==> config.mk <==
export PLATFORM = sky130hd
export DESIGN_NAME = vga_timing_gen
export DESIGN_NICKNAME = d
export VERILOG_FILES = /design/src/rtl/vga_timing_pkg.sv /design/src/rtl/pix_tick_gen.sv /design/src/rtl/vga_timing_gen.sv
export SDC_FILE = /design/constraint.sdc
export NUM_CORES = 1
export LEC_CHECK = 0
export ABC_AREA = 1
export ABC_CLOCK_PERIOD_IN_PS = 3000
export BUFFER_PORTS_ARGS = -buffer_cell sky130_fd_sc_hd__clkbuf_2
export CAP_MARGIN = 20
export CORE_UTILIZATION = 57
export DETAILED_ROUTE_END_ITERATION = 12
export GPL_TIMING_DRIVEN = 0
export PLACE_DENSITY = 0.95
export SLEW_MARGIN = 20
export SYNTH_ARGS = -nofsm -noshare
export SYNTH_HDL_FRONTEND = slang
export SYNTH_SLANG_ARGS = --single-unit
==> constraint.sdc <==
create_clock -name clk -period 3 [get_ports clk]
set_input_delay 0.3 -clock clk [delete_from_list [all_inputs] [get_ports clk]]
set_output_delay 0.3 -clock clk [all_outputs]
set_load 0.005 [all_outputs]
==> src/rtl/vga_timing_pkg.sv <==
// Shared raster constants for the VGA timing generator: 640x480@60 defaults and counter width.
package vga_timing_pkg;

    localparam int HV_W = 11;

    localparam int DEF_H_VISIBLE = 640;
    localparam int DEF_H_FP      = 16;
    localparam int DEF_H_SYNC    = 96;
    localparam int DEF_H_BP      = 48;

    localparam int DEF_V_VISIBLE = 480;
    localparam int DEF_V_FP      = 10;
    localparam int DEF_V_SYNC    = 2;
    localparam int DEF_V_BP      = 33;

    localparam int DEF_PIX_DIV   = 2;

    localparam int DEF_H_TOTAL = DEF_H_VISIBLE + DEF_H_FP + DEF_H_SYNC + DEF_H_BP;
    localparam int DEF_V_TOTAL = DEF_V_VISIBLE + DEF_V_FP + DEF_V_SYNC + DEF_V_BP;

    localparam int HV_MAX = (1 << HV_W) - 1;

endpackage

==> src/rtl/pix_tick_gen.sv <==
// Pixel-rate divider: pix_tick is high for the one clk in which the divider sits at PIX_DIV-1.
module pix_tick_gen #(
    parameter int PIX_DIV = 2
) (
    input  logic clk,
    input  logic rst,
    output logic pix_tick
);

    localparam int DIV_W = (PIX_DIV > 1) ? $clog2(PIX_DIV) : 1;
    localparam logic [DIV_W-1:0] DIV_LAST = DIV_W'(PIX_DIV - 1);

    logic [DIV_W-1:0] div_cnt;
    logic [DIV_W-1:0] div_next;

    always_comb begin
        div_next = (div_cnt == DIV_LAST) ? '0 : div_cnt + DIV_W'(1);
    end

    // pix_tick is decoded from the next divider value so it lines up with the divider itself
    always_ff @(posedge clk or negedge rst) begin
        if (!rst) begin
            div_cnt  <= '0;
            pix_tick <= 1'b0;
        end else begin
            div_cnt  <= div_next;
            pix_tick <= (div_next == DIV_LAST);
        end
    end

endmodule

==> src/rtl/vga_timing_gen.sv <==
// VGA raster timing: hcount/vcount, blank, hsync/vsync, pix_tick and frame_tick.
// Optional frame counter enabled by defining VGA_TIMING_FRAME_CNT_EN.
module vga_timing_gen
    import vga_timing_pkg::*;
#(
    parameter int H_VISIBLE = DEF_H_VISIBLE,
    parameter int H_FP      = DEF_H_FP,
    parameter int H_SYNC    = DEF_H_SYNC,
    parameter int H_BP      = DEF_H_BP,
    parameter int V_VISIBLE = DEF_V_VISIBLE,
    parameter int V_FP      = DEF_V_FP,
    parameter int V_SYNC    = DEF_V_SYNC,
    parameter int V_BP      = DEF_V_BP,
    parameter int PIX_DIV   = DEF_PIX_DIV
) (
    input  logic            clk,
    input  logic            rst,
    output logic [HV_W-1:0] hcount,
    output logic [HV_W-1:0] vcount,
    output logic            blank,
    output logic            hsync,
    output logic            vsync,
    output logic            pix_tick,
    output logic            frame_tick,
    output logic [15:0]     frame_count
);

    localparam int H_TOTAL = H_VISIBLE + H_FP + H_SYNC + H_BP;
    localparam int V_TOTAL = V_VISIBLE + V_FP + V_SYNC + V_BP;

    generate
        if (H_TOTAL > HV_MAX || V_TOTAL > HV_MAX || PIX_DIV < 1) begin : g_bad_params
            $error("vga_timing_gen: totals must fit in %0d bits and PIX_DIV must be >= 1", HV_W);
        end
    endgenerate

    localparam logic [HV_W-1:0] H_LAST   = HV_W'(H_TOTAL - 1);
    localparam logic [HV_W-1:0] V_LAST   = HV_W'(V_TOTAL - 1);
    localparam logic [HV_W-1:0] H_VIS    = HV_W'(H_VISIBLE);
    localparam logic [HV_W-1:0] V_VIS    = HV_W'(V_VISIBLE);
    localparam logic [HV_W-1:0] HS_START = HV_W'(H_VISIBLE + H_FP);
    localparam logic [HV_W-1:0] HS_END   = HV_W'(H_VISIBLE + H_FP + H_SYNC);
    localparam logic [HV_W-1:0] VS_START = HV_W'(V_VISIBLE + V_FP);
    localparam logic [HV_W-1:0] VS_END   = HV_W'(V_VISIBLE + V_FP + V_SYNC);

    logic [HV_W-1:0] h_next;
    logic [HV_W-1:0] v_next;
    logic            wrap;

    pix_tick_gen #(
        .PIX_DIV (PIX_DIV)
    ) u_pix_tick_gen (
        .clk      (clk),
        .rst      (rst),
        .pix_tick (pix_tick)
    );

    always_comb begin
        h_next = hcount;
        v_next = vcount;
        wrap   = 1'b0;
        if (pix_tick) begin
            if (hcount == H_LAST) begin
                h_next = '0;
                if (vcount == V_LAST) begin
                    v_next = '0;
                    wrap   = 1'b1;
                end else begin
                    v_next = vcount + HV_W'(1);
                end
            end else begin
                h_next = hcount + HV_W'(1);
            end
        end
    end

    // Decode from the next counter values so blank/sync change on the same edge as the counters
    always_ff @(posedge clk or negedge rst) begin
        if (!rst) begin
            hcount     <= '0;
            vcount     <= '0;
            blank      <= 1'b0;
            hsync      <= 1'b1;
            vsync      <= 1'b1;
            frame_tick <= 1'b0;
        end else begin
            hcount     <= h_next;
            vcount     <= v_next;
            blank      <= (h_next >= H_VIS) || (v_next >= V_VIS);
            hsync      <= !((h_next >= HS_START) && (h_next < HS_END));
            vsync      <= !((v_next >= VS_START) && (v_next < VS_END));
            frame_tick <= wrap;
        end
    end

`ifdef VGA_TIMING_FRAME_CNT_EN
    logic [15:0] frame_cnt_q;

    always_ff @(posedge clk or negedge rst) begin
        if (!rst) begin
            frame_cnt_q <= '0;
        end else if (wrap) begin
            frame_cnt_q <= frame_cnt_q + 16'd1;
        end
    end

    assign frame_count = frame_cnt_q;
`else
    assign frame_count = 16'd0;
`endif

endmodule

==> impl_metrics.ini, run 1 <==
[status]
outcome = finished clean

[finish]
final_common_cell = nand2_1
nNetsFinal = 312
fin_util_pct = 69.3
syn_to_final_growth_pct = 16.0
final_cell_mix = nand2_1 (61), inv_1 (48), nor2_1 (31)
antennaDiodeCount = 0
fill_cells = 243
drive_gt1_share_pct = 22.2
final_area_um2 = 2100

[pwr]
sequentialPowerShare_pct = 66.0
p_int_mw = 0.429
ir_drop_uv = 212
p_clk_share_pct = 28.9
p_comb_share_pct = 5.1
p_per_area_nw_per_um2 = 263
leakagePower_nw = 1.31
p_sw_mw = 0.123
p_sw_share_pct = 22.3

[grt]
gr-usage-all-layers_pct = 24.1
grt_max_degree = 28
grt_pass1_vias = 1504
overflow = 0
antenna_found_initial = 0
grt_pass1_wl_um = 6310

[logic_synthesis]
synth_area_um2 = 1810
synthCells = 258
yosysSeqAreaShare_pct = 37.5
syn_area_per_cell_um2 = 7.02
synth_cell_type_count = 29
yosysWarningCount = 0
synth-seq-cells = 27

[cts]
cts-buffers-inserted = 3
cts_setup_buffers = 0
clkTransAtPathRegs_ns = 0.15
clockBufferDepth = 2
cts.htree.levels = 1
clock_sinks = 27
ctsRootBufferMaster = clkbuf_4
insertion_delay_ns = 0.33
cts_tree = done

[sta]
finClkSkew_ns = 0.00779
hold-worst-slack_ns = 0.514
setup-tns-final_ns = 0
worst_slew_pin_slew_ns = 0.663
max_freq_mhz = 522
hold_viol_final = 0
setup_viol = 0
maxSlewViolCount = 0
fin_crit_sh_pct = 63.9
layout_min_cycle_time_ns = 1.92
maxSlewHeadroom_pct = 55.8
rsz0062_at_grt = no

[routing]
drt_iter0_markers = 130
firstDrtPassIters = 4
dr_total_vias = 1711
drc = 0
wire_per_inst_um = 11.0
viasPerCell = 4.89
antenna_left = 0
drt_wl_total_um = 3860

[critical_path]
start_kind = register
end_kind = register
critical_path.max_fanout = 5
critical_path_arrival_ns = 2.15
cp_data_required_time_ns = 3.23
r2r.worst_path.cells = 10
worstSetupPathType = reg2reg

[placed_design]
hpwl_um = 2920
dpl_cell_area_um2 = 2060
gp_congestion = 0.855
io_buffers = 28

[floorplanning]
fp.coreArea_um2 = 3030
die_h_um = 58.4
rows = 20
ios = 45
dieArea_um2 = 3410
initial_core_util_pct = 59.8
die_w_um = 58.4

[hold_path]
hp-class = in2async

[run]
maxCapViolations = 0
flip-flops by register name, indices dropped and copies added (netlist names):
signal / flops
hcount: 11
blank: 1
vcount: 11
vsync: 1
u_pix_tick_gen.pix_tick: 1
hsync: 1
frame_tick: 1
power by group through the flow:
stage	Clock, mW	Sequential [mW]	Combinational, mW
6_report	0.159	0.364	0.0283
3_5_place_dp	0	0.371	0.0273
3_3_place_gp	0	0.371	0.0271
2_1_floorplan	0	0.371	0.0195
5_1_grt	0.180	0.364	0.0321
4_1_cts	0.164	0.364	0.0284
path summary, 6_finish.rpt:
check	from	end	slack, ns
max reg2reg	hcount[0]	blank	1.08
min reg2reg	vcount[0]	vcount[0]	0.58
max in group asynchronous	rst	hcount[2]	2.06
max	hcount[0]	blank	1.08
min in group clk	vcount[0]	vcount[0]	0.58
min	rst	hcount[4]	0.51
kinds of logic after synthesis:
group / share of synthesized area, %
AOI/OAI and AO/OA: 3.18
and+or+nand+nor: 37.5
xor gates and xnor gates: 0.968
buffers and inverters: 18.6
other: 0.207
adders and majority gates: 2.07
DFF: 37.5
synthesized netlist by cell type (all sizes together):
cell type / instances / share of area, %
conb: 1 / 0.21
xor2: 1 / 0.48
inv: 51 / 11
dfstp: 2 / 2.9
xnor2: 1 / 0.48
nand3: 27 / 7.5
nor3: 3 / 0.83
or2: 2 / 0.69
nand4: 12 / 4.1
a21oi: 3 / 0.83
nor2: 37 / 10
dfrtp: 25 / 35
clkbuf: 1 / 0.21
a21boi: 1 / 0.41
o21bai: 1 / 0.41
nand2: 65 / 14
o21ai: 4 / 1.5
buf: 18 / 7.7
ha: 3 / 2.1
metrics by stage:
step           setup WS (ns)  power, mW  std cells
2_1_floorplan           1.40      0.390        273
3_3_place_gp            1.20      0.398        345
3_5_place_dp            1.14      0.398        345
4_1_cts                 1.10      0.557        350
5_1_grt                0.884      0.577        350
6_report                1.08      0.552        350
metal layers:
metal  global-route usage (%)  wire [um]  vias up
met5                        0          0        -
li1                         -          -      856
met1                     30.1       1700      762
met2                     42.9       1850       89
met3                     3.08        277        4
met4                     8.84         33        0
layout make-up:
cell class,instances,area (um^2),share of cell area (%)
Timing Repair Buffer,29,150,7.15
Inverter,51,194,9.24
Clock inverter,1,5.00,0.238
Sequential cell,27,678,32.3
Clock buffer,3,22.5,1.07
Tap cell,44,55.1,2.62
Buffer,19,143,6.79
Multi-Input combinational cell,176,852,40.6
worst max-delay path, stage by stage (launching register included):
cell,delay (ns)
dfrtp_1,0.44
ha_1,0.24
nand2_2,0.12
nor2_1,0.20
nand3_1,0.17
nor2_1,0.22
nand3_1,0.12
nand2_1,0.11
nor2_1,0.06
nand2_1,0.08
nand3_1,0.07
what timing repair did:
action                                 4_1_cts  5_1_grt
resized for setup                            0        0
endpoints found under the hold margin       14        0
hold buffers                                 1        0
No activity file was read; power rests on OpenSTA's default activity.
==> inputs of run 2 (changes only) <==
ABC_CLOCK_PERIOD_IN_PS = 1600   (was 3000)
CORE_UTILIZATION = 48   (was 57)
PLACE_DENSITY = 0.86   (was 0.95)
clock period = 1.6 ns   (was 3 ns; I/O delays follow)
==> run 2 against run 1 <==
Compared with the run above:
- the run now ends with setup timing left
- clock skew decreased by 0.00086 ns
- cell count increased by 5.1%
- maximum frequency increased by 10%
- setup slack got worse by 1.2 ns
- combinational power increased by 87%
- global-route usage decreased by 0.75 points
- sequential share of layout area decreased by 3.4 points
- die area increased by 18%
- critical path type unchanged
- critical endpoint is now vsync
==> impl_metrics.ini, run 2 (synthesis results as in run 1) <==
[routing]
antenna_left = 0
wire_per_inst_um = 12.3
drc = 0
drt_wl_total_um = 4510
drt_iter0_markers = 115
viasPerCell = 4.97
dr_total_vias = 1829
firstDrtPassIters = 5

[finish]
antennaDiodeCount = 0
drive_gt1_share_pct = 33.5
final_cell_mix = nand2_1 (57), inv_1 (46), buf_4 (30)
syn_to_final_growth_pct = 30.7
largest_registers = hcount x11, vcount x11
final_common_cell = nand2_1
final_area_um2 = 2370
nNetsFinal = 328

[status]
outcome = finished with violations
violations = setup timing

[critical_path]
cpPeakStageDelay_ns = 0.44
crit_buf_inv = 1
worstSetupPathType = reg2reg
critical_path_arrival_ns = 1.95
end_kind = register
critical_path.max_fanout = 5
crit_family = simple AND/OR/NAND/NOR gates
path_cells = ha_4 -> nand2_4 -> nor2_8 -> inv_2 -> nor2_4 -> nand2_2 -> nand2_1 -> nor2_1 -> nor2_1 -> nand2_1 -> nor2_1 -> nand2_1
cp_data_required_time_ns = 1.82
start_kind = register
slowest_stage = dfrtp_1

[sta]
setup_viol = 3
hold-worst-slack_ns = 0.448
layout_min_cycle_time_ns = 1.74
rsz0062_at_grt = yes
fin_crit_sh_pct = 109
max_freq_mhz = 576
finClkSkew_ns = 0.00693
hold_viol_final = 0
maxSlewHeadroom_pct = 56.7
setup-tns-final_ns = -0.263
worst_slew_pin_slew_ns = 0.649
postLayoutSetupSlackWorst_ns = -0.137
maxSlewViolCount = 0

[floorplanning]
rows = 21
ios = 45
dieArea_um2 = 4020
die_w_um = 63.4
initial_core_util_pct = 52.2
fp.coreArea_um2 = 3470
die_h_um = 63.4

[grt]
grt_pass1_vias = 1737
grt_max_degree = 28
antenna_found_initial = 0
overflow = 0
grt_pass1_wl_um = 7490
gr-usage-all-layers_pct = 23.4

[cts]
ctsRootBufferMaster = clkbuf_8
cts-buffers-inserted = 3
cts_tree = done
clockBufferDepth = 2
clkTransAtPathRegs_ns = 0.10
cts.htree.levels = 1
clock_sinks = 27
insertion_delay_ns = 0.28

[placed_design]
io_buffers = 28
dpl_cell_area_um2 = 2070
hpwl_um = 2990
dp_worst_setup_slack_ns = -0.216
gp_congestion = 0.904

[pwr]
leakagePower_nw = 1.42
ir_drop_uv = 340
p_per_area_nw_per_um2 = 477
total_power_mw = 1.13

[run]
maxCapViolations = 0

[hold_path]
hp-class = in2async
[run 2: timing repair]
item / CTS / global route
gates cloned: 0 / 0
gates resized for setup: 24 / 13
endpoints found under the hold margin: 25 / 0
buffers inserted: 15 / 2
pin swaps: 14 / 4
setup endpoints to repair: 6 / 6
hold buffers: 1 / 0
[run 2: final timing paths]
check | from | endpoint | slack [ns] | depth (start not counted)
max reg2reg | hcount[1] | vsync | -0.14 | 12
min reg2reg | vcount[0] | vcount[0] | 0.56 | 2
min | rst | hcount[1] | 0.45 | 2
min in group clk | vcount[0] | vcount[0] | 0.56 | 2
max in group asynchronous | rst | hcount[4] | 0.70 | 2
max | hcount[1] | vsync | -0.14 | 12
[run 2: area by class of cell]
class                   count  area (um^2)
clock inverters             1         5.00
well taps                  46         57.6
plain buffers              19          143
inverters                  51          194
repair buffers             45          282
fillers                   277         1100
flip-flops and latches     27          683
multi-input cells         176          961
clock buffers               3         41.3
[run 2: power by group]
| part | total [mW] | internal, mW | switching (mW) |
|---|---|---|---|
| clock | 0.394 | 0.175 | 0.219 |
| combinational | 0.0528 | 0.0268 | 0.0260 |
| sequential | 0.682 | 0.682 | 0 |
| total | 1.13 | 0.884 | 0.245 |
[run 2: per-layer routing]
metal | vias up | global-route usage [%] | share of wire, %
li1 | 888 | - | -
met1 | 834 | 30.0 | 43
met2 | 94 | 39.0 | 48
met3 | 13 | 2.72 | 7.2
met4 | 0 | 10.8 | 2.1
met5 | - | 0 | 0
[run 2: metrics by stage]
stage          utilization (%)  std cells
2_1_floorplan                -        273
6_report                  68.2        368
4_1_cts                   66.8        367
5_1_grt                   68.2        368
3_5_place_dp              59.6        347
3_3_place_gp              59.6        347
[run 2: worst register-to-register path, stage by stage (launching register included)]
cell and delay (ns):
dfrtp_1 0.44, ha_4 0.19, nand2_4 0.08, nor2_8 0.18
inv_2 0.07, nor2_4 0.14, nand2_2 0.09, nand2_1 0.07
nor2_1 0.04, nor2_1 0.11, nand2_1 0.11, nor2_1 0.11
nand2_1 0.06
